===== config.mk =====
export PLATFORM = sky130hd
export DESIGN_NAME = vga_timing_ctrl
export DESIGN_NICKNAME = d
export VERILOG_FILES = /design/src/rtl/vga_timing_pkg.sv /design/src/rtl/pix_tick_gen.sv /design/src/rtl/vga_timing_ctrl.sv
export SDC_FILE = /design/constraint.sdc
export NUM_CORES = 1
export LEC_CHECK = 0
export BUFFER_PORTS_ARGS = -buffer_cell sky130_fd_sc_hd__buf_4
export CAP_MARGIN = 15
export CELL_PAD_IN_SITES_DETAIL_PLACEMENT = 1
export CELL_PAD_IN_SITES_GLOBAL_PLACEMENT = 1
export CORE_MARGIN = 4
export CORE_UTILIZATION = 44
export CTS_BUF_LIST = sky130_fd_sc_hd__clkbuf_4
export CTS_CLUSTER_SIZE = 12
export DETAILED_ROUTE_END_ITERATION = 10
export GPL_ROUTABILITY_DRIVEN = 0
export PLACE_DENSITY = 0.8
export SETUP_SLACK_MARGIN = 0.3
export SLEW_MARGIN = 20
export SYNTH_ARGS = -nofsm -noshare
export SYNTH_HDL_FRONTEND = slang
export SYNTH_SLANG_ARGS = --single-unit

===== constraint.sdc =====
create_clock -name i_clk -period 3.16 [get_ports i_clk]
set_clock_uncertainty 0.05 [all_clocks]
set_input_delay 0.474 -clock i_clk [delete_from_list [all_inputs] [get_ports i_clk]]
set_output_delay 0.474 -clock i_clk [all_outputs]
set_load 0.1 [all_outputs]

===== src/rtl/vga_timing_pkg.sv =====
// Shared 640x480@60Hz timing constants and the phase encoding used by both line/frame FSMs.
package vga_timing_pkg;

  localparam int unsigned DIV_DEFAULT = 4;

  localparam int unsigned H_ACT        = 640;
  localparam int unsigned H_FP         = 16;
  localparam int unsigned H_SYNC       = 96;
  localparam int unsigned H_BP         = 48;
  localparam int unsigned H_TOTAL      = H_ACT + H_FP + H_SYNC + H_BP;
  localparam int unsigned H_SYNC_START = H_ACT + H_FP;
  localparam int unsigned H_SYNC_END   = H_SYNC_START + H_SYNC;

  localparam int unsigned V_ACT        = 480;
  localparam int unsigned V_FP         = 10;
  localparam int unsigned V_SYNC       = 2;
  localparam int unsigned V_BP         = 33;
  localparam int unsigned V_TOTAL      = V_ACT + V_FP + V_SYNC + V_BP;
  localparam int unsigned V_SYNC_START = V_ACT + V_FP;
  localparam int unsigned V_SYNC_END   = V_SYNC_START + V_SYNC;

  localparam int unsigned CNT_W       = 10;
  localparam int unsigned FRAME_CNT_W = 16;

  typedef enum logic [1:0] {
    PhActive,
    PhFront,
    PhSync,
    PhBack
  } phase_e;

endpackage


===== src/rtl/pix_tick_gen.sv =====
// Free-running clock divider: o_tick is high for one clk out of every DIV, on the last count.
module pix_tick_gen #(
  parameter int unsigned DIV = 4
) (
  input  logic i_clk,
  input  logic i_rst,
  output logic o_tick
);

  localparam int unsigned W = (DIV > 1) ? $clog2(DIV) : 1;
  localparam logic [W-1:0] LastCnt = W'(DIV - 1);

  logic [W-1:0] r_div_cnt;

  always_ff @(posedge i_clk) begin
    if (i_rst) begin
      r_div_cnt <= '0;
    end else if (o_tick) begin
      r_div_cnt <= '0;
    end else begin
      r_div_cnt <= r_div_cnt + 1'b1;
    end
  end

  assign o_tick = (r_div_cnt == LastCnt);

endmodule


===== src/rtl/vga_timing_ctrl.sv =====
// VGA timing producer: pixel coordinates, valid, syncs and line/frame pulses from a divided clock.
// Optional frame counter port enabled by defining VGA_FRAME_CNT_EN.
module vga_timing_ctrl #(
  parameter int unsigned DIV    = vga_timing_pkg::DIV_DEFAULT,
  parameter int unsigned H_ACT  = vga_timing_pkg::H_ACT,
  parameter int unsigned H_FP   = vga_timing_pkg::H_FP,
  parameter int unsigned H_SYNC = vga_timing_pkg::H_SYNC,
  parameter int unsigned H_BP   = vga_timing_pkg::H_BP,
  parameter int unsigned V_ACT  = vga_timing_pkg::V_ACT,
  parameter int unsigned V_FP   = vga_timing_pkg::V_FP,
  parameter int unsigned V_SYNC = vga_timing_pkg::V_SYNC,
  parameter int unsigned V_BP   = vga_timing_pkg::V_BP
) (
  input  logic        i_clk,
  input  logic        i_rst,
  output logic        o_pclk_en,
  output logic [9:0]  o_h_cnt,
  output logic [9:0]  o_v_cnt,
  output logic        o_valid,
  output logic        o_hsync,
  output logic        o_vsync,
  output logic        o_line_start,
`ifdef VGA_FRAME_CNT_EN
  output logic        o_frame_start,
  output logic [15:0] o_frame_cnt
`else
  output logic        o_frame_start
`endif
);

  import vga_timing_pkg::*;

  localparam logic [9:0] HActEnd    = 10'(H_ACT);
  localparam logic [9:0] HSyncStart = 10'(H_ACT + H_FP);
  localparam logic [9:0] HSyncEnd   = 10'(H_ACT + H_FP + H_SYNC);
  localparam logic [9:0] HLast      = 10'(H_ACT + H_FP + H_SYNC + H_BP - 1);
  localparam logic [9:0] VActEnd    = 10'(V_ACT);
  localparam logic [9:0] VSyncStart = 10'(V_ACT + V_FP);
  localparam logic [9:0] VSyncEnd   = 10'(V_ACT + V_FP + V_SYNC);
  localparam logic [9:0] VLast      = 10'(V_ACT + V_FP + V_SYNC + V_BP - 1);

  logic       w_tick;
  logic       w_h_wrap;
  logic       w_v_wrap;
  logic [9:0] w_h_next;
  logic [9:0] w_v_next;
  phase_e     w_h_state_d;
  phase_e     w_v_state_d;

  logic [9:0] r_h_cnt;
  logic [9:0] r_v_cnt;
  phase_e     r_h_state;
  phase_e     r_v_state;
  logic       r_pclk_en;
  logic       r_valid;
  logic       r_hsync;
  logic       r_vsync;
  logic       r_line_start;
  logic       r_frame_start;

  pix_tick_gen #(
    .DIV (DIV)
  ) u_pix_tick_gen (
    .i_clk  (i_clk),
    .i_rst  (i_rst),
    .o_tick (w_tick)
  );

  assign w_h_wrap = (r_h_cnt == HLast);
  assign w_v_wrap = (r_v_cnt == VLast);
  assign w_h_next = w_h_wrap ? '0 : r_h_cnt + 10'd1;
  assign w_v_next = w_h_wrap ? (w_v_wrap ? '0 : r_v_cnt + 10'd1) : r_v_cnt;

  // Phase FSMs look at the coordinate being loaded so state and counter stay aligned.
  always_comb begin
    w_h_state_d = r_h_state;
    if (w_tick) begin
      unique case (r_h_state)
        PhActive: if (w_h_next == HActEnd)    w_h_state_d = PhFront;
        PhFront:  if (w_h_next == HSyncStart) w_h_state_d = PhSync;
        PhSync:   if (w_h_next == HSyncEnd)   w_h_state_d = PhBack;
        PhBack:   if (w_h_next == '0)         w_h_state_d = PhActive;
        default:                              w_h_state_d = PhBack;
      endcase
    end
  end

  always_comb begin
    w_v_state_d = r_v_state;
    if (w_tick && w_h_wrap) begin
      unique case (r_v_state)
        PhActive: if (w_v_next == VActEnd)    w_v_state_d = PhFront;
        PhFront:  if (w_v_next == VSyncStart) w_v_state_d = PhSync;
        PhSync:   if (w_v_next == VSyncEnd)   w_v_state_d = PhBack;
        PhBack:   if (w_v_next == '0)         w_v_state_d = PhActive;
        default:                              w_v_state_d = PhBack;
      endcase
    end
  end

  always_ff @(posedge i_clk) begin
    if (i_rst) begin
      r_h_cnt       <= HLast;
      r_v_cnt       <= VLast;
      r_h_state     <= PhBack;
      r_v_state     <= PhBack;
      r_pclk_en     <= 1'b0;
      r_valid       <= 1'b0;
      r_hsync       <= 1'b1;
      r_vsync       <= 1'b1;
      r_line_start  <= 1'b0;
      r_frame_start <= 1'b0;
    end else begin
      r_pclk_en     <= w_tick;
      r_line_start  <= w_tick & w_h_wrap;
      r_frame_start <= w_tick & w_h_wrap & w_v_wrap;
      r_h_state     <= w_h_state_d;
      r_v_state     <= w_v_state_d;
      r_valid       <= (w_h_state_d == PhActive) && (w_v_state_d == PhActive);
      r_hsync       <= (w_h_state_d != PhSync);
      r_vsync       <= (w_v_state_d != PhSync);
      if (w_tick) begin
        r_h_cnt <= w_h_next;
        r_v_cnt <= w_v_next;
      end
    end
  end

`ifdef VGA_FRAME_CNT_EN
  logic [15:0] r_frame_cnt;

  // Counts in the same clk that frame_start rises; wraps naturally at 16 bits.
  always_ff @(posedge i_clk) begin
    if (i_rst) begin
      r_frame_cnt <= '0;
    end else if (w_tick && w_h_wrap && w_v_wrap) begin
      r_frame_cnt <= r_frame_cnt + 16'd1;
    end
  end

  assign o_frame_cnt = r_frame_cnt;
`endif

  assign o_pclk_en     = r_pclk_en;
  assign o_h_cnt       = r_h_cnt;
  assign o_v_cnt       = r_v_cnt;
  assign o_valid       = r_valid;
  assign o_hsync       = r_hsync;
  assign o_vsync       = r_vsync;
  assign o_line_start  = r_line_start;
  assign o_frame_start = r_frame_start;

endmodule


# Word-level counts from Yosys, hierarchy flattened
# Cells that the tools add are included.
word_totals:
  reg_bits: 32
  inputBits: 2
  out_inout_bits: 26
op_classes:
  add_sub_neg: 3
  n_eq_ne: 17
  mux: 15
  n_bitwise: 2
  n_reduce_logical: 9
ops:
  columns: ["cell", "n"]
  rows:
  - ["$eq 10x10->1 const B", 5]
  - ["$eq 10x9->1 const B", 3]
  - ["$mux 10", 3]
  - ["$add 10x1->10 const B", 2]
  - ["$logic_not 10->1", 2]
  - ["$mux 2", 10]
  - ["$pmux 2 s4", 2]
  - ["$eq 2x2->1 const B", 5]
  - ["$logic_not 2->1", 4]
  - ["$eq 2x1->1 const B", 2]
  - ["$ne 2x2->1 const B", 2]
  - ["$add 2x1->2 const B", 1]
  - ["$and 1x1->1", 2]
  - ["$logic_and 1x1->1", 2]
  - ["$reduce_or 2->1", 1]

# Logic depth before layout (Yosys ltp)
# Gate-level depths: netlist (run 1).
depth:
  word_depth: 9
  depth_mapped: 10
  mapped_depth_nobuf: 9

# By module
# From an unflattened synthesis (run 1), not the netlist that was laid out.
hier_totals:
  hier_cells: 263
  hier_area_um2: 2148.3
by_module_without_submodules:
  columns: ["module", "instances", "cells_each", "area_per_inst_um2"]
  rows:
  - ["vga_timing_ctrl", 1, 258, 2073.2]
  - ["pix_tick_gen", 1, 5, 75.1]

# Least setup slack after synthesis (run 1)
# No wires, ideal clock.
synth_timing:
  path_type: "reg2reg"
  startpoint: "register r_h_cnt[0] (netlist: o_h_cnt[0])"
  endpoint: "register r_vsync (netlist: o_vsync)"
  arrival_ns: 3.319
  t_required_ns: 2.983
  slack_ns: -0.336
  path_stages_with_launch: 10
  synth_period_minus_slack_ns: 3.496
  cell_sequence: "dfxtp_1 > ha_1 > and4_1 > buf_6 > nand4_1 > o31a_1 > or3_4 > or4_1 > a21oi_1 > o21bai_1"
synth_via:
  elab_chain_len: 7
synth_rtl:
  columns: ["item", "line", "text"]
  rows:
  - ["start, declared", "vga_timing_ctrl.sv:50", "logic [9:0] r_h_cnt;"]
  - ["start signal, assigned", "vga_timing_ctrl.sv:103", "r_h_cnt <= HLast;"]
  - ["start signal, assigned", "vga_timing_ctrl.sv:123", "r_h_cnt <= w_h_next;"]
  - ["$eq 10x10->1 (*)", "vga_timing_ctrl.sv:69", "assign w_h_wrap = (r_h_cnt == HLast);"]
  - ["$mux 10", "vga_timing_ctrl.sv:72", "assign w_v_next = w_h_wrap ? (w_v_wrap ? '0 : r_v_cnt + 10'd1) : r_v_cnt;"]
  - ["$eq 10x9->1, or another cell as far along", "vga_timing_ctrl.sv:94", "PhSync: if (w_v_next == VSyncEnd) w_v_state_d = PhBack;"]
  - ["$mux 2 (on tied branches)", null, null]
  - ["$pmux 2 s4", "vga_timing_ctrl.sv:91", "unique case (r_v_state)"]
  - ["$mux 2 (*)", "vga_timing_ctrl.sv:90", "if (w_tick && w_h_wrap) begin"]
  - ["$ne 2x2->1 (*)", "vga_timing_ctrl.sv:121", "r_vsync <= (w_v_state_d != PhSync);"]
  - ["end signal, assigned", "vga_timing_ctrl.sv:121", null]
  - ["end, declared", "vga_timing_ctrl.sv:57", "logic r_vsync;"]
# Mark *: on every way between the ends. The rest lies on a longest branch, timed or not.
# A chain may end at the register's enable or synchronous reset.

# Final worst setup path (run 1)
# Ends and elaborated chain as after synthesis.

==> results.tsv, run 1 <==
stage	metric	value	unit
power_and_ir_drop	Comb power frac	39.4	%
power_and_ir_drop	sw frac	42.1	%
placed_design	PortBufs	27	
cells_and_area	post-route insts no fill	364	
global_route	largest net degree at the start of global routing	21	
logic_synthesis	Unique masters post-synth	66	
global_route	antenna violations before repair	0	
power_and_ir_drop	Max IR drop VDD	0.247	mV
logic_synthesis	most used flip-flop cell after synthesis	dfxtp_1	
route	Initial DRC Count	172	
power_and_ir_drop	Net Sw Power	0.483	mW
critical_path	Critical Path End Type	flip-flop	
logic_synthesis	yosys warns	0	
critical_path	worst flop-to-flop path endpoint	o_vsync	
route	DRC viols	0	
logic_synthesis	Post-synth EDFFs	0	
floorplan	total die area	6100	um2
logic_synthesis	register area share after synthesis	29.6	%
route	DR vias	2217	
cells_and_area	NumNets Final	302	
route	drt pass-1 iters	5	
sta	Least-Margin Pin Slew	564	ps
sta	Slew HR	62.0	%
cts	Clk pin slew, worst setup/hold paths	110	ps
cts	CTS sink cnt	32	
critical_path	worst r2r src	o_h_cnt[0]	
logic_synthesis	syn avg cell area	8.01	um2
critical_path	Worst EP required	3330	ps
floorplan	IO Count	28	
critical_path	Crit Path Category	reg2reg	
power_and_ir_drop	P_leak	0.949	nW
cells_and_area	share of cells above drive strength 1	30.0	%
cells_and_area	cell area after layout	2570	um2
cells_and_area	area delta synth->final	18.9	%
cts	Hold Buf Count CTS	0	
route	ANT nets after route	0	
sta	Setup TNS	0	ps
sta	setup violators final	0	
floorplan	Starting Density	45.5	%
logic_synthesis	#FFs+latches synth	32	
global_route	GRT Util Overall	22.6	%
logic_synthesis	cell area after synthesis	2160	um2
critical_path	Arr. time, crit path	3000	ps
route	Avg WL per Cell	18.7	um
floorplan	Die W	78.1	um
sta	final hold violations	0	
sta	min Tclk post-route	2830	ps
critical_path	Crit path max-delay family	simple AND/OR/NAND/NOR gates	
cts	CTS tree	done	
critical_path	r2r setup slk	330	ps
power_and_ir_drop	sequential share of power	39.7	%
sta	Slew Limit Fails	0	
power_and_ir_drop	Clock power frac	20.9	%
floorplan	Die Ht	78.1	um
critical_path	R2R depth	9	
cts	H-Tree Depth	2	
sta	Max Clk Rate	0.353	GHz
power_and_ir_drop	internal power	0.664	mW
sta	RSZ-0062 raised after global routing	no	
power_and_ir_drop	Cell Pwr Density	446	nW/um2
sta	WHS	417	ps
cells_and_area	antenna cells	0	
critical_path	Startpoint Class	flip-flop	
critical_path	Buffers & Inverters on Critical Path	1	
logic_synthesis	Syn Inst Count	270	
cts	worst skew pair latency	330	ps
route	Routed WL	6820	um
critical_path	Crit Path Max Fanout	7	
outcome	status	complete, no violations	
critical_path	critical-path cell list	ha_4 > nand4_1 > buf_4 > nor4_2 > xor2_1 > or3_4 > or4_1 > a21oi_2 > o21bai_1	
hold_path	worst hold start	i_rst	
placed_design	DPL Wire Length	4970	um
global_route	vias in the first global route	2111	
hold_path	worst hold endpoint	o_v_cnt[4]	
floorplan	Core Area	4750	um2
run	max cap viols	0	
route	routed vias/inst	6.09	
cts	Num CTS Buffers	5	
sta	final worst-path cycle share	89.5	%
critical_path	slowest CP cell	or4_1	
power_and_ir_drop	total power	1.15	mW
logic_synthesis	Async S/R FF share, synth	0	%
cts	clock buffer depth	2	
critical_path	CP max stage delay	520	ps
floorplan	Placement Rows	25	
logic_synthesis	Synth Net Count	276	
global_route	total grt overflow	0	
global_route	first-pass GRT wire length	11100	um
placed_design	Post-Place Cell Area	2420	um2
placed_design	Placed Instances	352	
cts	Clock Tree Root	clkbuf_4	
hold_path	Min-Delay Path Class	in2reg	
hold_path	Min-Delay Path Depth	2	
==> through the flow <==
step | worst slack (ps) | util (%)
after detailed placement | 333 | 50.9
final | 330 | 54.1
after CTS | 316 | 52.5
after global routing | 202 | 54.1
after global placement | 392 | 50.9
after floorplan | 306 | -
==> cell families (layout without fill, tap and decap cells) <==
kind of cell | count (synthesis) | in the layout | synth area share [%]
AOI/OAI and AO/OA | 67 | 67 | 22.2
xor gates and xnor gates | 10 | 10 | 4.05
adders and majority gates | 4 | 4 | 2.31
buffers and inverters | 26 | 53 | 7.18
DFF | 32 | 32 | 29.6
muxes | 1 | 1 | 0.463
and+or+nand+nor | 130 | 130 | 34.2
==> worst max path at each step <==
stage	cells past startpoint	startpoint	slack, ps	end
after floorplan	9	o_h_cnt[0]	310	o_vsync
after global placement	8	o_v_cnt[1]	390	o_vsync
after detailed placement	8	o_h_cnt[0]	330	o_valid
after CTS	8	o_h_cnt[0]	320	o_valid
after global routing	9	o_h_cnt[0]	200	o_valid
final	9	o_h_cnt[0]	330	o_vsync
==> final cells by class <==
type | count | area (um2)
clock buffer | 6 | 45.0
clock inverter | 2 | 11.3
fill | 597 | 2180
inverter | 7 | 26.3
multi-input combinational | 212 | 1440
sequential | 32 | 678
tap | 67 | 83.8
timing repair buffer | 38 | 285
==> per-layer routing <==
metal	wire [um]	GRT usage (%)	up-vias
met1	3190	32.7	1078
met3	420	4.24	7
met2	3160	35.0	64
li1	-	-	1068
met4	41	4.90	0
met5	0	0	-
==> registers in the layout, summed over array words and instances (netlist names) <==
signal,cells
o_vsync,1
r_h_state,2
o_frame_start,1
o_pclk_en,1
o_h_cnt,10
o_line_start,1
o_valid,1
o_hsync,1
u_pix_tick_gen.r_div_cnt,2
o_v_cnt,10
r_v_state,2
==> what timing repair did <==
action | CTS | global route
buffers inserted | 0 | 4
gates resized for setup | 4 | 8
pin swaps | 0 | 1
endpoints found under the setup margin | 3 | 5
==> Yosys cell counts (4+ instances only) <==
master    number  area [um2]
dfxtp_1       32         641
nand2_1       26        97.6
nor2_1        23        86.3
a21oi_1       15        75.1
nand3_1       13        65.1
o21ai_0       10        50.1
nand4_1        9        56.3
nor4_1         9        56.3
nor3_1         8        40.0
clkbuf_1       7        26.3
and3_1         6        37.5
inv_1          6        22.5
xor2_1         6        52.6
buf_2          5        25.0
buf_6          5        56.3
nand3b_1       5        37.5
o211ai_1       5        37.5
a31oi_1        4        25.0
ha_1           4        50.1
xnor2_1        4        35.0
==> cells in the final DEF, fill, tap and decap left out, drive strengths merged, types with 6 or more instances in the layout <==
cell type / count
clkbuf: 6
nor3: 9
xor2: 6
inv: 6
o21ai: 13
nor2: 24
nor4: 10
a21oi: 15
nand2: 26
buf: 38
and3: 6
dfxtp: 32
nand4: 9
nand3: 13
==> power groups by stage <==
stage	Combinational, mW	Clock, mW	Sequential, mW
3_3_place_gp	0.396	0	0.461
3_5_place_dp	0.404	0	0.463
6_report	0.452	0.240	0.455
5_1_grt	0.482	0.266	0.459
4_1_cts	0.408	0.250	0.454
2_1_floorplan	0.226	0	0.538
Note: power is estimated with default switching activity, not from simulation.
==> run 2, diff against run 1 <==
CORE_MARGIN = unset   (was 4)
==> run 2 against run 1 <==
Net effect:
- die area down 15%
- sequential share of layout area grew 0.50 points
- first-iteration DRC count fell by 33%
- clock-buffer cell count grew 1
- critical endpoint is now r_v_state[1]
- largest cell class unchanged
==> results.tsv, run 2 (synthesized netlist as in run 1, its figures left out) <==
stage	metric	value	unit
outcome	status	complete, no violations	
cells_and_area	commonest cells after routing, fill and taps aside	buf_4, nand2_1, nor2_1	
route	routed length on met2	3000	um
cts	Num CTS Buffers	5	
cts	Clock Tree Root	clkbuf_4	
floorplan	Placement Rows	25	
placed_design	DPL Wire Length	4780	um
floorplan	total die area	5200	um2
route	metal1 wirelength	3190	um
sta	min Tclk post-route	2800	ps
cells_and_area	cell area after layout	2520	um2
route	DR vias	2216	
cells_and_area	FILL cells	606	
route	Avg WL per Cell	18.3	um
route	routed vias/inst	6.10	
floorplan	Die Ht	72.1	um
route	ANT nets after route	0	
cts	CTS sink cnt	32	
global_route	vias in the first global route	2082	
critical_path	worst flop-to-flop path endpoint	r_v_state[1]	
global_route	total grt overflow	0	
cells_and_area	post-layout util	53.4	%
route	Routed WL	6630	um
power_and_ir_drop	Max IR drop VDD	0.274	mV
cells_and_area	share of cells above drive strength 1	29.4	%
placed_design	PortBufs	27	
global_route	GRT Util Overall	26.5	%
sta	RSZ-0062 raised after global routing	yes	
power_and_ir_drop	total power	1.14	mW
critical_path	Worst EP required	3330	ps
critical_path	Arr. time, crit path	2970	ps
cts	CTS tree	done	
route	drt pass-1 iters	4	
hold_path	worst hold endpoint	u_pix_tick_gen.r_div_cnt[0]	
floorplan	IO Count	28	
placed_design	Post-Place Cell Area	2410	um2
floorplan	Starting Density	45.8	%
sta	Least-Margin Pin Slew	557	ps
sta	setup violators final	0	
power_and_ir_drop	P_leak	0.948	nW
cts	Clk pin slew, worst setup/hold paths	110	ps
route	DRC viols	0	
cells_and_area	area delta synth->final	16.7	%
critical_path	Startpoint Class	flip-flop	
route	Max Used Layer	met4	
cells_and_area	NumNets Final	301	
cells_and_area	post-route insts no fill	363	
power_and_ir_drop	Cell Pwr Density	451	nW/um2
placed_design	Placed Instances	351	
sta	final worst-path cycle share	88.7	%
critical_path	worst r2r src	o_h_cnt[0]	
global_route	largest net degree at the start of global routing	21	
route	WL met3	312	um
sta	final hold violations	0	
sta	Slew HR	62.6	%
global_route	first-pass GRT wire length	10700	um
hold_path	Min-Delay Path Depth	1	
sta	Slew Limit Fails	0	
critical_path	r2r setup slk	360	ps
sta	Setup TNS	0	ps
sta	Max Clk Rate	0.357	GHz
cts	clock buffer depth	2	
route	Initial DRC Count	116	
cts	Hold Buf Count CTS	0	
floorplan	Core Area	4720	um2
run	max cap viols	0	
cts	worst skew pair latency	330	ps
critical_path	Crit Path Category	reg2reg	
floorplan	Die W	72.1	um
global_route	antenna violations before repair	0	
cells_and_area	antenna cells	0	
hold_path	worst hold start	u_pix_tick_gen.r_div_cnt[0]	
critical_path	R2R depth	10	
cts	H-Tree Depth	2	
critical_path	Crit Path Max Fanout	7	
cells_and_area	commonest non-fill, non-tap cell in the layout	buf_4	
hold_path	Min-Delay Path Class	reg2reg	
critical_path	Critical Path End Type	flip-flop	
-- run 2: changes by cell type in the layout (fill, tap and decap cells not counted), sizes merged --
cell,change
clkinvlp,-1
clkbuf,+1
buf,-1
-- run 2: worst max-delay path by stage --
stage              endpoint  slack [ps]        from
2_1_floorplan       o_vsync         310  o_h_cnt[0]
5_1_grt             o_valid         220  o_h_cnt[0]
4_1_cts             o_vsync         320  o_h_cnt[0]
3_5_place_dp        o_vsync         280  o_v_cnt[1]
6_report       r_v_state[1]         360  o_h_cnt[0]
3_3_place_gp        o_vsync         390  o_v_cnt[0]
-- run 2: worst max-delay path: stages, from the launching register on --
cell       delay, ps
dfxtp_4          400
ha_4             180
nand4_1          270
buf_4            250
nor3_2           150
buf_4            180
o211ai_1         120
a221o_1          430
a2111oi_2        340
a21oi_2           90
or2_1            220
-- run 2: layer usage --
metal  global-route usage [%]  vias up
li1                         -     1076
met1                     37.8     1060
met2                     41.4       69
met3                     3.75       11
met4                     7.63        0
met5                        0        -
-- run 2: final cells by class --
cell class / count / area [um2] / share of cell area, %
well taps: 67 / 83.8 / 3.32
clock inverters: 1 / 5.00 / 0.198
inverters: 7 / 26.3 / 1.04
clock buffers: 7 / 52.6 / 2.08
multi-input cells: 212 / 1400 / 55.5
repair buffers: 37 / 278 / 11.0
flip-flops and latches: 32 / 678 / 26.9
-- run 2: power by group --
group,internal (mW),switching (mW),total [mW]
combinational,0.144,0.294,0.439
sequential,0.422,0.0316,0.454
clock,0.104,0.141,0.245
-- run 2: what timing repair did --
action,in CTS,in global routing
setup endpoints to repair,3,4
pin swaps,0,1
gates resized for setup,1,5
buffers inserted,0,4
-- run 2: through the flow --
step | hold slack (ps) | setup WS (ps)
final | 392 | 357
after global routing | 424 | 217
after CTS | 394 | 324
after detailed placement | 377 | 277
after global placement | 365 | 386
after floorplan | 354 | 306
==> run 3, diff against run 2 <==
CORE_UTILIZATION = 48   (was 44)
PLACE_DENSITY = 0.87   (was 0.8)
clock period = 3.5 ns   (was 3.16 ns; I/O delays follow)
==> run 3 against run 2 <==
Net effect:
- global-route usage increased by 1.3 points
- hold slack got worse by 8.2 ps
- total power decreased by 5.8%
- clock power increased by 17%
- sequential cell count unchanged
- first-iteration DRC count increased by 99%
- clock-buffer cell count decreased by 2
- critical path type unchanged
- maximum frequency decreased by 7.5%
- final cell count decreased by 5.2%
- largest cell class unchanged
- critical path depth decreased by 2
- sequential share of layout area decreased by 0.16 points
==> results.tsv, run 3 (synthesized netlist as in run 1, its figures left out) <==
stage	metric	value	unit
outcome	status	complete, no violations	
critical_path	Buffers & Inverters on Critical Path	0	
critical_path	CP max stage delay	480	ps
placed_design	DPL Wire Length	4690	um
route	routed vias/inst	6.69	
critical_path	worst setup path startpoint	o_h_cnt[0]	
floorplan	Die Ht	69.1	um
placed_design	post-place setup slack	511	ps
cts	worst skew pair latency	350	ps
cells_and_area	commonest non-fill, non-tap cell in the layout	buf_4	
cells_and_area	cell area after layout	2430	um2
sta	RSZ-0062 raised after global routing	no	
cells_and_area	NumNets Final	297	
route	Avg WL per Cell	19.4	um
cts	Num CTS Buffers	5	
sta	final worst-path cycle share	86.6	%
sta	Max Clk Rate	0.330	GHz
global_route	first-pass GRT wire length	10700	um
sta	setup violators final	0	
critical_path	Crit path max-delay family	simple AND/OR/NAND/NOR gates	
cts	Clock Tree Root	clkbuf_4	
floorplan	Placement Rows	24	
cts	CTS sink cnt	32	
critical_path	R2R depth	8	
sta	min Tclk post-route	3030	ps
global_route	antenna violations before repair	0	
sta	final worst setup slack	468	ps
critical_path	worst flop-to-flop path endpoint	o_vsync	
cells_and_area	share of cells above drive strength 1	21.6	%
floorplan	IO Count	28	
floorplan	Starting Density	49.7	%
floorplan	Core Area	4350	um2
route	drt pass-1 iters	5	
power_and_ir_drop	Max IR drop VDD	0.229	mV
placed_design	Placed Instances	333	
cts	H-Tree Depth	2	
critical_path	total stage count of the critical path	8	
critical_path	CP endpoint	o_vsync	
floorplan	total die area	4780	um2
floorplan	Die W	69.1	um
critical_path	Arr. time, crit path	3220	ps
placed_design	Post-Place Cell Area	2330	um2
global_route	largest net degree at the start of global routing	21	
critical_path	Crit Path Category	reg2reg	
hold_path	worst hold start	u_pix_tick_gen.r_div_cnt[0]	
critical_path	Startpoint Class	flip-flop	
sta	Slew Limit Fails	0	
route	DR vias	2300	
sta	Slew HR	54.4	%
sta	Least-Margin Pin Slew	678	ps
route	ANT nets after route	0	
cts	Hold Buf Count CTS	0	
cells_and_area	post-route insts no fill	344	
sta	final hold violations	0	
route	Initial DRC Count	231	
run	max cap viols	0	
placed_design	PortBufs	27	
hold_path	Min-Delay Path Class	reg2reg	
route	Routed WL	6690	um
cts	CTS tree	done	
route	DRC viols	0	
cells_and_area	sequential cell area	649	um2
critical_path	r2r setup slk	470	ps
power_and_ir_drop	P_leak	0.925	nW
cells_and_area	area delta synth->final	12.4	%
critical_path	Crit Path Max Fanout	7	
cells_and_area	commonest cells after routing, fill and taps aside	buf_4, nand2_1, dfxtp_1	
cts	clock buffer depth	2	
critical_path	critical-path cell list	ha_1 > and4_2 > nand4_1 > o31a_1 > or3_4 > or4_1 > a21oi_1 > o21bai_1	
cts	Clk pin slew, worst setup/hold paths	110	ps
critical_path	Critical Path End Type	flip-flop	
sta	Setup TNS	0	ps
cells_and_area	FILL cells	559	
global_route	total grt overflow	0	
global_route	GRT Util Overall	27.7	%
global_route	vias in the first global route	2107	
cells_and_area	antenna cells	0	
power_and_ir_drop	Cell Pwr Density	441	nW/um2
critical_path	worst r2r src	o_h_cnt[0]	
critical_path	slowest CP cell	or4_1	
critical_path	Worst EP required	3690	ps
cells_and_area	multi-input logic area	1370	um2
power_and_ir_drop	total power	1.07	mW
run 3: cell count changes in the layout (fill, tap and decap cells not counted), moves of 4 or more:
cell and change:
buf_4 -4, dfxtp_1 +13, dfxtp_4 -5, dfxtp_2 -8
run 3: where the power goes:
part,switching (mW),internal (mW),leakage [nW],total [mW]
Clock,0.141,0.146,0.0403,0.287
Sequential,0.0285,0.382,0.258,0.410
Combinational,0.261,0.113,0.627,0.374
run 3: layout make-up:
| cell class | instances | share of cell area (%) |
|---|---|---|
| clock inverters | 3 | 1.54 |
| flip-flops and latches | 32 | 26.7 |
| clock buffers | 5 | 1.54 |
| repair buffers | 33 | 10.2 |
| inverters | 7 | 1.08 |
| multi-input cells | 212 | 56.3 |
| well taps | 52 | 2.68 |
run 3: through the flow:
| stage | utilization (%) | hold slack (ps) |
|---|---|---|
| after CTS | 55.3 | 388 |
| after detailed placement | 53.6 | 371 |
| after global placement | 53.6 | 370 |
| final | 55.8 | 384 |
| after floorplan | - | 354 |
| after global routing | 55.8 | 412 |
run 3: how the worst min path moves through the flow:
| stage | endpoint | slack, ps | cells after the start |
|---|---|---|---|
| floorplan | u_pix_tick_gen.r_div_cnt[0] | 350 | 1 |
| global placement | u_pix_tick_gen.r_div_cnt[0] | 370 | 1 |
| detailed placement | u_pix_tick_gen.r_div_cnt[0] | 370 | 1 |
| CTS | u_pix_tick_gen.r_div_cnt[0] | 390 | 1 |
| global route | u_pix_tick_gen.r_div_cnt[0] | 410 | 1 |
| finish | u_pix_tick_gen.r_div_cnt[0] | 380 | 1 |
run 3: worst register-to-register path, delay by kind of cell, from the launching register on:
family | cells | cell delay [ps]
and+or+nand+nor | 4 | 1430
adders and majority gates | 1 | 320
DFF | 1 | 400
AOI/OAI and AO/OA | 3 | 730
run 3: per-layer routing:
layer | global-route usage, % | up-vias | wire length, um
met2 | 42.2 | 111 | 3070
met4 | 9.30 | 0 | 87
met1 | 39.7 | 1116 | 3030
met5 | 0 | - | 0
li1 | - | 1060 | -
met3 | 4.53 | 13 | 496
run 3: timing repair:
item,CTS,global route
hold endpoints to repair,0,0
setup buffers,0,3
setup endpoints to repair,0,2
resized for setup,0,1
